**config.mk**
```make
export PLATFORM = sky130hd
export DESIGN_NAME = multiplier_booth_n
export DESIGN_NICKNAME = d
export VERILOG_FILES = /design/src/rtl/mult_pkg.sv /design/src/rtl/booth_add_sub.sv /design/src/rtl/multiplier_booth_n.sv
export SDC_FILE = /design/constraint.sdc
export NUM_CORES = 1
export LEC_CHECK = 0
export ABC_AREA = 1
export BUFFER_PORTS_ARGS = -buffer_cell sky130_fd_sc_hd__buf_2
export CAP_MARGIN = 20
export CORE_AREA = 2 2 71 73
export DETAILED_ROUTE_END_ITERATION = 10
export DIE_AREA = 0 0 73 75
export GPL_TIMING_DRIVEN = 1
export HOLD_SLACK_MARGIN = 0.08
export PLACE_DENSITY_LB_ADDON = 0.2
export SYNTH_ARGS = -nofsm -noshare
export SYNTH_HDL_FRONTEND = slang
export SYNTH_HIERARCHICAL = 1
export SYNTH_SLANG_ARGS = --single-unit
export TNS_END_PERCENT = 50
```
**constraint.sdc**
```tcl
create_clock -name Clk -period 2.8 [get_ports Clk]
set_clock_uncertainty 0.1 [all_clocks]
set_input_delay 0.28 -clock Clk [delete_from_list [all_inputs] [get_ports Clk]]
set_output_delay 0.28 -clock Clk [all_outputs]
set_load 0.03 [all_outputs]
```
**src/rtl/mult_pkg.sv**
```systemverilog
// Shared types and constants for the radix-2 Booth sequential multiplier.
package mult_pkg;

  typedef enum logic [1:0] {
    IDLE,
    RUN,
    DONE
  } mult_state_t;

  typedef enum logic [1:0] {
    BOOTH_NOP,
    BOOTH_ADD,
    BOOTH_SUB
  } booth_op_t;

  localparam int unsigned MULT_MAX_WIDTH = 32;

  // Radix-2 Booth recoding of the current multiplier LSB and the saved bit below it.
  function automatic booth_op_t booth_decode(input logic q0, input logic q_1);
    booth_op_t op;
    case ({q0, q_1})
      2'b01:   op = BOOTH_ADD;
      2'b10:   op = BOOTH_SUB;
      default: op = BOOTH_NOP;
    endcase
    return op;
  endfunction

endpackage

```
**src/rtl/booth_add_sub.sv**
```systemverilog
// Combinational (WIDTH+1)-bit adder/subtractor for one Booth step.
// Subtraction is formed as A + ~M + 1 so a single adder serves both operations.
module booth_add_sub
  import mult_pkg::*;
#(
  parameter int unsigned WIDTH = 8
) (
  input  logic [WIDTH:0] a,
  input  logic [WIDTH:0] m,
  input  booth_op_t      op,
  output logic [WIDTH:0] result
);

  localparam int unsigned XW = WIDTH + 1;

  logic [WIDTH:0] m_eff;
  logic           cin;

  // Select the addend and carry-in for the requested Booth operation.
  always_comb begin
    m_eff = '0;
    cin   = 1'b0;
    case (op)
      BOOTH_ADD: begin
        m_eff = m;
        cin   = 1'b0;
      end
      BOOTH_SUB: begin
        m_eff = ~m;
        cin   = 1'b1;
      end
      default: begin
        m_eff = '0;
        cin   = 1'b0;
      end
    endcase
    result = a + m_eff + XW'(cin);
  end

endmodule

```
**src/rtl/multiplier_booth_n.sv**
```systemverilog
// Parametrised radix-2 Booth sequential multiplier with Start/Busy/Done handshake.
// One add/subtract-and-shift step per clock, WIDTH+1 steps per operation on
// WIDTH+1-bit extended operands; 2*WIDTH-bit product register held between operations.
// Optional feature macro: MULT_SIGNED_SEL_EN adds the Signed_Mode port
// (1 = two's complement, 0 = unsigned); without it operation is always signed.
module multiplier_booth_n
  import mult_pkg::*;
#(
  parameter int unsigned WIDTH = 8
) (
  input  logic                 Clk,
  input  logic                 Reset,
  input  logic                 Start,
  input  logic [WIDTH-1:0]     Multiplicand,
  input  logic [WIDTH-1:0]     Multiplier,
`ifdef MULT_SIGNED_SEL_EN
  input  logic                 Signed_Mode,
`endif
  output logic                 Busy,
  output logic                 Done,
  output logic [2*WIDTH-1:0]   Product
);

  localparam int unsigned CW = $clog2(WIDTH + 2);

  mult_state_t        state_q, state_d;
  logic [WIDTH:0]     a_q, a_d;
  logic [WIDTH:0]     q_q, q_d;
  logic [WIDTH:0]     m_q, m_d;
  logic               q_1_q, q_1_d;
  logic [CW-1:0]      count_q, count_d;
  logic [2*WIDTH-1:0] product_q, product_d;

  logic               signed_sel;
  logic [WIDTH:0]     m_ext;
  logic [WIDTH:0]     q_ext;
  booth_op_t          step_op;
  logic [WIDTH:0]     step_sum;

`ifdef MULT_SIGNED_SEL_EN
  assign signed_sel = Signed_Mode;
`else
  assign signed_sel = 1'b1;
`endif

  // Extend operands by one bit: sign bit in signed mode, zero otherwise.
  assign m_ext = {signed_sel & Multiplicand[WIDTH-1], Multiplicand};
  assign q_ext = {signed_sel & Multiplier[WIDTH-1], Multiplier};

  assign step_op = booth_decode(q_q[0], q_1_q);

  booth_add_sub #(
    .WIDTH (WIDTH)
  ) u_add_sub (
    .a      (a_q),
    .m      (m_q),
    .op     (step_op),
    .result (step_sum)
  );

  // State and datapath registers with synchronous reset.
  always_ff @(posedge Clk) begin
    if (Reset) begin
      state_q   <= IDLE;
      a_q       <= '0;
      q_q       <= '0;
      m_q       <= '0;
      q_1_q     <= 1'b0;
      count_q   <= '0;
      product_q <= '0;
    end else begin
      state_q   <= state_d;
      a_q       <= a_d;
      q_q       <= q_d;
      m_q       <= m_d;
      q_1_q     <= q_1_d;
      count_q   <= count_d;
      product_q <= product_d;
    end
  end

  // Next-state and datapath update: capture, Booth iterate, publish product.
  always_comb begin
    state_d   = state_q;
    a_d       = a_q;
    q_d       = q_q;
    m_d       = m_q;
    q_1_d     = q_1_q;
    count_d   = count_q;
    product_d = product_q;
    case (state_q)
      IDLE: begin
        if (Start) begin
          m_d     = m_ext;
          q_d     = q_ext;
          a_d     = '0;
          q_1_d   = 1'b0;
          count_d = '0;
          state_d = RUN;
        end
      end
      RUN: begin
        if (count_q == CW'(WIDTH + 1)) begin
          product_d = {a_q[WIDTH-2:0], q_q};
          state_d   = DONE;
        end else begin
          // Arithmetic shift right of {sum, Q, Q_1}, replicating the sum MSB.
          {a_d, q_d, q_1_d} = {step_sum[WIDTH], step_sum, q_q};
          count_d           = count_q + CW'(1);
        end
      end
      DONE: begin
        state_d = IDLE;
      end
      default: begin
        state_d = IDLE;
      end
    endcase
  end

  // Handshake outputs decode directly from the state register.
  assign Busy    = (state_q == RUN);
  assign Done    = (state_q == DONE);
  assign Product = product_q;

endmodule

```
==> results.py, run 1 <==
metrics = {
    "setup_path": {
        "arrival_ps": 2690,
        "path_buf_inv": 2,
        "critPathMaxFanout": 3,
        "end_kind": "register",
        "cp_common_cell": "nand2_1",
        "cp_top_family": "simple AND/OR/NAND/NOR gates",
        "critical_path_cell_count": 16,
        "max_stage_delay_ps": 440,
        "reg2reg_depth": 16,
        "required_ps": 2950,
        "slowest_stage": "fa_1",
        "start_kind": "register",
        "crit_type": "reg -> reg",
        "path_cells": "inv_1 > nor2_2 > inv_2 > nand2_1 > a21oi_1 > fa_1 > fa_1 > nand2_1 > nand2_1 > nand2_2 > nor2_1 > nor2_1 > nand2_1 > nand2_1 > nand4_1 > nand2_1",
    },
    "routing": {
        "wl_met3_um": 227,
        "first_pass_iters": 4,
        "post_drt_wl_per_cell_um": 12.6,
        "drt_iter0_markers": 85,
        "met2WireLength_um": 2620,
        "antenna_left": 0,
        "drc": 0,
        "drt-vias-per-instance": 5.19,
        "met1_length_um": 2580,
        "routed_wl_um": 5500,
        "highest_layer": "met4",
        "vias": 2257,
    },
    "clocking": {
        "clock_latency_ps": 300,
        "post_cts_buffers": 0,
        "cts_buffer_depth": 2,
        "cts_hold_buf": 0,
        "cts.sinks": 48,
        "cts_root_buf": "clkbuf_8",
        "cts_buffers": 5,
        "cts_tree": "built",
        "clk_pin_slew_ps": 80,
        "htree_levels": 2,
    },
    "synthesis": {
        "syn_area_um2": 2480,
        "yosys.area.top_type_share_pct": 38.7,
        "synth_nets": 378,
        "ys_warn_count": 6,
        "syn_inst": 348,
        "yosysTopAreaCell": "dfxtp_1",
        "synth_seq_cells": 48,
        "synthTopCellsByArea": "dfxtp_1 39%, nand2_1 11%, nor2_1 7.4%",
        "avgSynthCellArea_um2": 7.13,
        "seq_area_frac_synth_pct": 38.7,
        "yosysUniqueCellTypes": 27,
    },
    "power_and_ir_drop": {
        "power_density_nw_per_um2": 521,
        "ir_worst_vdd_mv": 0.320,
        "power.leakage_nw": 1.38,
    },
    "floorplanning": {
        "dieArea_um2": 5480,
        "die_w_um": 73,
        "ios": 37,
        "start_util_pct": 53.2,
        "rows": 25,
        "die_height_um": 75,
        "core-area_um2": 4660,
    },
    "timing": {
        "fin_crit_ps": 2540,
        "fin_ws_ps": 257,
        "tns_ps": 0,
        "final-hold-violation-count": 0,
        "rsz0062_at_grt": "false",
        "slew_headroom_pct": 63.8,
        "setup_viol_count_final": 0,
        "max_freq_mhz": 393,
        "finalCritPeriodShare_pct": 90.8,
        "tightest_slew_ps": 542,
        "drv_slew": 0,
    },
    "place": {
        "place_ws_ps": 202,
        "io_buffers": 36,
        "placed_cells": 429,
        "routabilityCongestion": 0.904,
        "dp.final_hpwl_um": 3940,
    },
    "global_route": {
        "grt_overflow": 0,
        "first_global_vias": 1967,
        "grt_pass1_wl_um": 8960,
        "antenna_found_initial": 0,
        "grt_max_degree": 28,
        "track_usage_pct": 21.2,
    },
    "run_status": {
        "outcome": "finished clean",
    },
    "layout": {
        "fin_cells": 435,
        "drive_gt1_share_pct": 19.2,
        "nFillCells": 466,
        "layout_common_cells": "71 x nand2_1, 48 x dfxtp_1, 47 x nor2_1",
        "antennaDiodeCount": 0,
        "nets": 412,
        "area_growth_pct": 11.7,
        "layout_commonest_cell": "nand2_1",
    },
    "worst_hold_path": {
        "hold_path.class": "in -> reg",
        "hold_depth": 2,
    },
    "flow_run": {
        "drv_cap": 0,
    },
}
final cells by class:
cell class	count	area (µm²)	area share (%)
clock inverter	1	30.0	1.08
clock buffer	5	68.8	2.49
timing repair buffer	39	203	7.32
sequential	48	961	34.7
inverter	39	146	5.29
multi-input combinational	249	1290	46.7
tap	54	67.6	2.44
layer usage:
layer  GRT usage [%]  vias to the layer above
li1                -                     1182
met3            4.69                        8
met4            6.38                        0
met2            36.4                       48
met1            26.7                     1019
met5               0                        -
Yosys cell counts, drive strengths merged:
cell type	number
ha	9
inv	39
nand2	80
o21ai	42
nor2	53
clkbuf	3
nand3	33
xor2	1
dfxtp	48
fa	2
or2	2
nand3b	3
a21oi	13
buf	9
xnor2	2
nand4	9
registers in the layout (all words and copies together), names as in the netlist:
register  cells
Product      16
q_q           9
a_q           8
m_q           8
count_q       4
state_q       2
q_1_q         1
repair_timing:
item | 4_1_cts | 5_1_grt
setup endpoints to repair | 0 | 2
gates resized for setup | 0 | 2
hold endpoints to repair | 0 | 0
worst paths after layout:
check	from	to	slack [ps]
hold / removal	Reset	count_q[2]$_SDFFE_PP0P_	110
setup / recovery	q_q[0]$_SDFFE_PP0P_	a_q[7]$_SDFFE_PP0P_	260
setup reg to reg	q_q[0]$_SDFFE_PP0P_	a_q[7]$_SDFFE_PP0P_	260
hold reg to reg	a_q[6]$_SDFFE_PP0P_	a_q[6]$_SDFFE_PP0P_	380
where the power goes:
part | leakage [nW] | internal (W) | switching (W) | total (W)
registers | 0.391 | 0.000710 | 0.0000190 | 0.000729
clock network | 0.0501 | 0.000257 | 0.000222 | 0.000479
logic | 0.934 | 0.0000825 | 0.000153 | 0.000235
total | 1.38 | 0.00105 | 0.000394 | 0.00144
cells by family (layout without fill, tap and decap cells):
family	Yosys count	in the layout	synth area share (%)
XOR/XNOR	3	3	1.06
adder cells (fa/ha/maj)	11	11	6.16
flip-flops	48	48	38.7
AO/OA/AOI/OAI	55	55	11.1
AND/OR/NAND/NOR	180	180	33.6
buffers and inverters	51	84	9.33
worst reg2reg max path, cell delays in order (launching register included):
cell and delay (ps):
dfxtp_1 370, inv_1 90, nor2_2 190, inv_2 90, nand2_1 80, a21oi_1 80
fa_1 440, fa_1 420, nand2_1 90, nand2_1 90, nand2_2 80, nor2_1 40
nor2_1 80, nand2_1 50, nand2_1 50, nand4_1 80, nand2_1 80
stage by stage:
stage,instance area (µm²),total power [W],utilization [%],hold slack (ps)
2_1_floorplan,2480,0.000927,-,249
3_3_place_gp,2670,0.000975,57.2,355
3_5_place_dp,2670,0.000980,57.2,365
4_1_cts,2760,0.00145,59.3,104
5_1_grt,2770,0.00151,59.4,128
6_report,2770,0.00144,59.4,113
(Power assumes the default switching activity.)
==> run 2: changes to the inputs <==
--- a/config.mk
+++ b/config.mk
@@ -9,7 +9,9 @@
 export BUFFER_PORTS_ARGS = -buffer_cell sky130_fd_sc_hd__buf_2
 export CAP_MARGIN = 20
-export CORE_AREA = 2 2 71 73
+export CELL_PAD_IN_SITES_DETAIL_PLACEMENT = 1
+export CELL_PAD_IN_SITES_GLOBAL_PLACEMENT = 2
+export CORE_AREA = 2 2 92 94
 export DETAILED_ROUTE_END_ITERATION = 10
-export DIE_AREA = 0 0 73 75
+export DIE_AREA = 0 0 94 96
 export GPL_TIMING_DRIVEN = 1
 export HOLD_SLACK_MARGIN = 0.08
==> constraint.sdc (replaced) <==
create_clock -name Clk -period 2.8 [get_ports Clk]
set_clock_uncertainty 0.1 [all_clocks]
set_input_delay 0.14 -clock Clk [delete_from_list [all_inputs] [get_ports Clk]]
set_output_delay 0.14 -clock Clk [all_outputs]
set_load 0.03 [all_outputs]
==> run 2 against run 1 <==
Effect of this change: clock power down 6.5%; fmax fell by 1.3%; sequential power about the same; die area increased by 65%; critical path depth did not move; via count is 4.5% higher.
==> results.py, run 2 (synthesis gave the netlist of run 1 again) <==
metrics = {
    "run_status": {
        "outcome": "finished clean",
    },
    "setup_path": {
        "r2r-end": "a_q[7]$_SDFFE_PP0P_",
        "reg2reg_depth": 16,
        "path_buf_inv": 2,
        "reg2reg_from": "q_q[0]$_SDFFE_PP0P_",
        "slowest_stage": "fa_1",
        "rrSetupSlack_ps": 220,
        "max_stage_delay_ps": 440,
        "required_ps": 2950,
        "crit_type": "reg -> reg",
        "cp_common_cell": "nand2_1",
        "cp_top_family": "simple AND/OR/NAND/NOR gates",
        "end_kind": "register",
        "critical_path_cell_count": 16,
        "start_kind": "register",
        "critPathMaxFanout": 3,
        "path_cells": "inv_1 > nor2_4 > inv_2 > nand2_1 > a21oi_1 > fa_1 > fa_1 > nand2_1 > nand2_1 > nand2_2 > nor2_1 > nor2_1 > nand2_1 > nand2_1 > nand4_1 > nand2_1",
        "arrival_ps": 2730,
    },
    "place": {
        "dp.final_hpwl_um": 4890,
        "place_ws_ps": 149,
        "placed_cells": 481,
        "place_area_um2": 2740,
        "io_buffers": 36,
        "routabilityCongestion": 0.761,
    },
    "timing": {
        "fin_ws_ps": 223,
        "setup_viol_count_final": 0,
        "max_freq_mhz": 388,
        "drv_slew": 0,
        "rsz0062_at_grt": "false",
        "tns_ps": 0,
        "whs_ps": 91.0,
        "slew_headroom_pct": 68.0,
        "fin_crit_ps": 2580,
        "tightest_slew_ps": 478,
        "final-hold-violation-count": 0,
        "finalCritPeriodShare_pct": 92.0,
    },
    "routing": {
        "vias": 2359,
        "drt-vias-per-instance": 4.73,
        "drc": 0,
        "post_drt_wl_per_cell_um": 13.9,
        "routed_wl_um": 6930,
        "first_pass_iters": 4,
        "drt_iter0_markers": 52,
        "antenna_left": 0,
    },
    "floorplanning": {
        "start_util_pct": 30.8,
        "rows": 33,
        "die_w_um": 94,
        "ios": 37,
        "die_height_um": 96,
        "core-area_um2": 8050,
        "dieArea_um2": 9020,
    },
    "layout": {
        "antennaDiodeCount": 0,
        "nFillCells": 1052,
        "area_growth_pct": 18.9,
        "fin_cells": 499,
        "nets": 424,
        "multi_input_area_um2": 1300,
        "layout_common_cells": "71 x nand2_1, 47 x dfxtp_1, 47 x nor2_1",
        "drive_gt1_share_pct": 19.3,
        "final_cell_area_um2": 2950,
        "largest_register_ffs": 16,
        "regArea_um2": 962,
        "layout_commonest_cell": "nand2_1",
    },
    "worst_hold_path": {
        "min_to": "q_q[8]$_SDFFE_PP0P_",
        "hold_path.class": "in -> reg",
        "hp-start": "Multiplier[7]",
        "hold_depth": 5,
    },
    "power_and_ir_drop": {
        "power.leakage_nw": 1.42,
        "ir_worst_vdd_mv": 0.173,
        "internal-power_w": 0.00100,
        "power_density_nw_per_um2": 486,
        "switching_power_w": 0.000432,
        "clkPwrFrac_pct": 31.2,
        "p_seq_share_pct": 51.0,
        "p_sw_share_pct": 30.1,
        "combPwrFrac_pct": 17.8,
    },
    "global_route": {
        "antenna_found_initial": 0,
        "first_global_vias": 2452,
        "grt_overflow": 0,
        "track_usage_pct": 16.5,
        "grt_pass1_wl_um": 11800,
        "grt_max_degree": 43,
    },
    "clocking": {
        "cts_tree": "built",
        "clock_latency_ps": 300,
        "cts_root_buf": "clkbuf_8",
        "post_cts_buffers": 0,
        "htree_levels": 2,
        "cts_buffers": 5,
        "cts.sinks": 48,
        "clk_pin_slew_ps": 100,
        "cts_buffer_depth": 2,
    },
    "flow_run": {
        "drv_cap": 0,
    },
}
==> run 2: worst register-to-register path: stages (launching register included) <==
cell and delay, ps:
dfxtp_1 390, inv_1 110, nor2_4 140, inv_2 80, nand2_1 80, a21oi_1 90
fa_1 440, fa_1 410, nand2_1 80, nand2_1 100, nand2_2 90, nor2_1 40
nor2_1 90, nand2_1 60, nand2_1 60, nand4_1 80, nand2_1 80
==> run 2: timing repair <==
action | in CTS | in global routing
endpoints found under the setup margin | 0 | 2
gates resized for setup | 0 | 4
hold buffers | 11 | 0
endpoints found under the hold margin | 14 | 0
==> run 2: routing by layer <==
metal  global-route usage [%]  part of all wire [%]
met3                     3.05                   2.8
met2                     28.8                    48
met5                        0                     0
met4                     3.62                  0.76
met1                     21.4                    49
==> run 2: power groups by stage <==
stage               Combinational, W  Clock [W]  Sequential (W)
detailed placement          0.000244          0        0.000747
finish                      0.000255   0.000448        0.000731
global placement            0.000243          0        0.000746
floorplan                   0.000187          0        0.000740
CTS                         0.000257   0.000467        0.000731
global route                0.000292   0.000491        0.000736
==> run 2: worst max path at each step <==
stage                                    from                   to  slack, ps
after global placement    q_q[0]$_SDFFE_PP0P_  a_q[7]$_SDFFE_PP0P_        250
after detailed placement  q_q[0]$_SDFFE_PP0P_  a_q[7]$_SDFFE_PP0P_        150
after floorplan           q_q[0]$_SDFFE_PP0P_  a_q[7]$_SDFFE_PP0P_        290
after global routing      q_q[0]$_SDFFE_PP0P_  a_q[7]$_SDFFE_PP0P_         10
after CTS                 q_q[0]$_SDFFE_PP0P_  a_q[7]$_SDFFE_PP0P_        110
final                     q_q[0]$_SDFFE_PP0P_  a_q[7]$_SDFFE_PP0P_        220
==> run 2: final cells by class <==
type | count | share of cell area [%]
sequential | 48 | 32.6
timing repair buffer | 51 | 10.9
clock inverter | 1 | 0.297
multi-input combinational | 249 | 44.0
clock buffer | 6 | 2.80
inverter | 39 | 4.96
tap | 105 | 4.45
==> run 2: through the flow <==
step                utilization [%]  total power [W]
floorplan                         -         0.000927
global placement               34.0         0.000989
detailed placement             34.0         0.000991
CTS                            36.5          0.00146
global route                   36.6          0.00152
finish                         36.6          0.00143
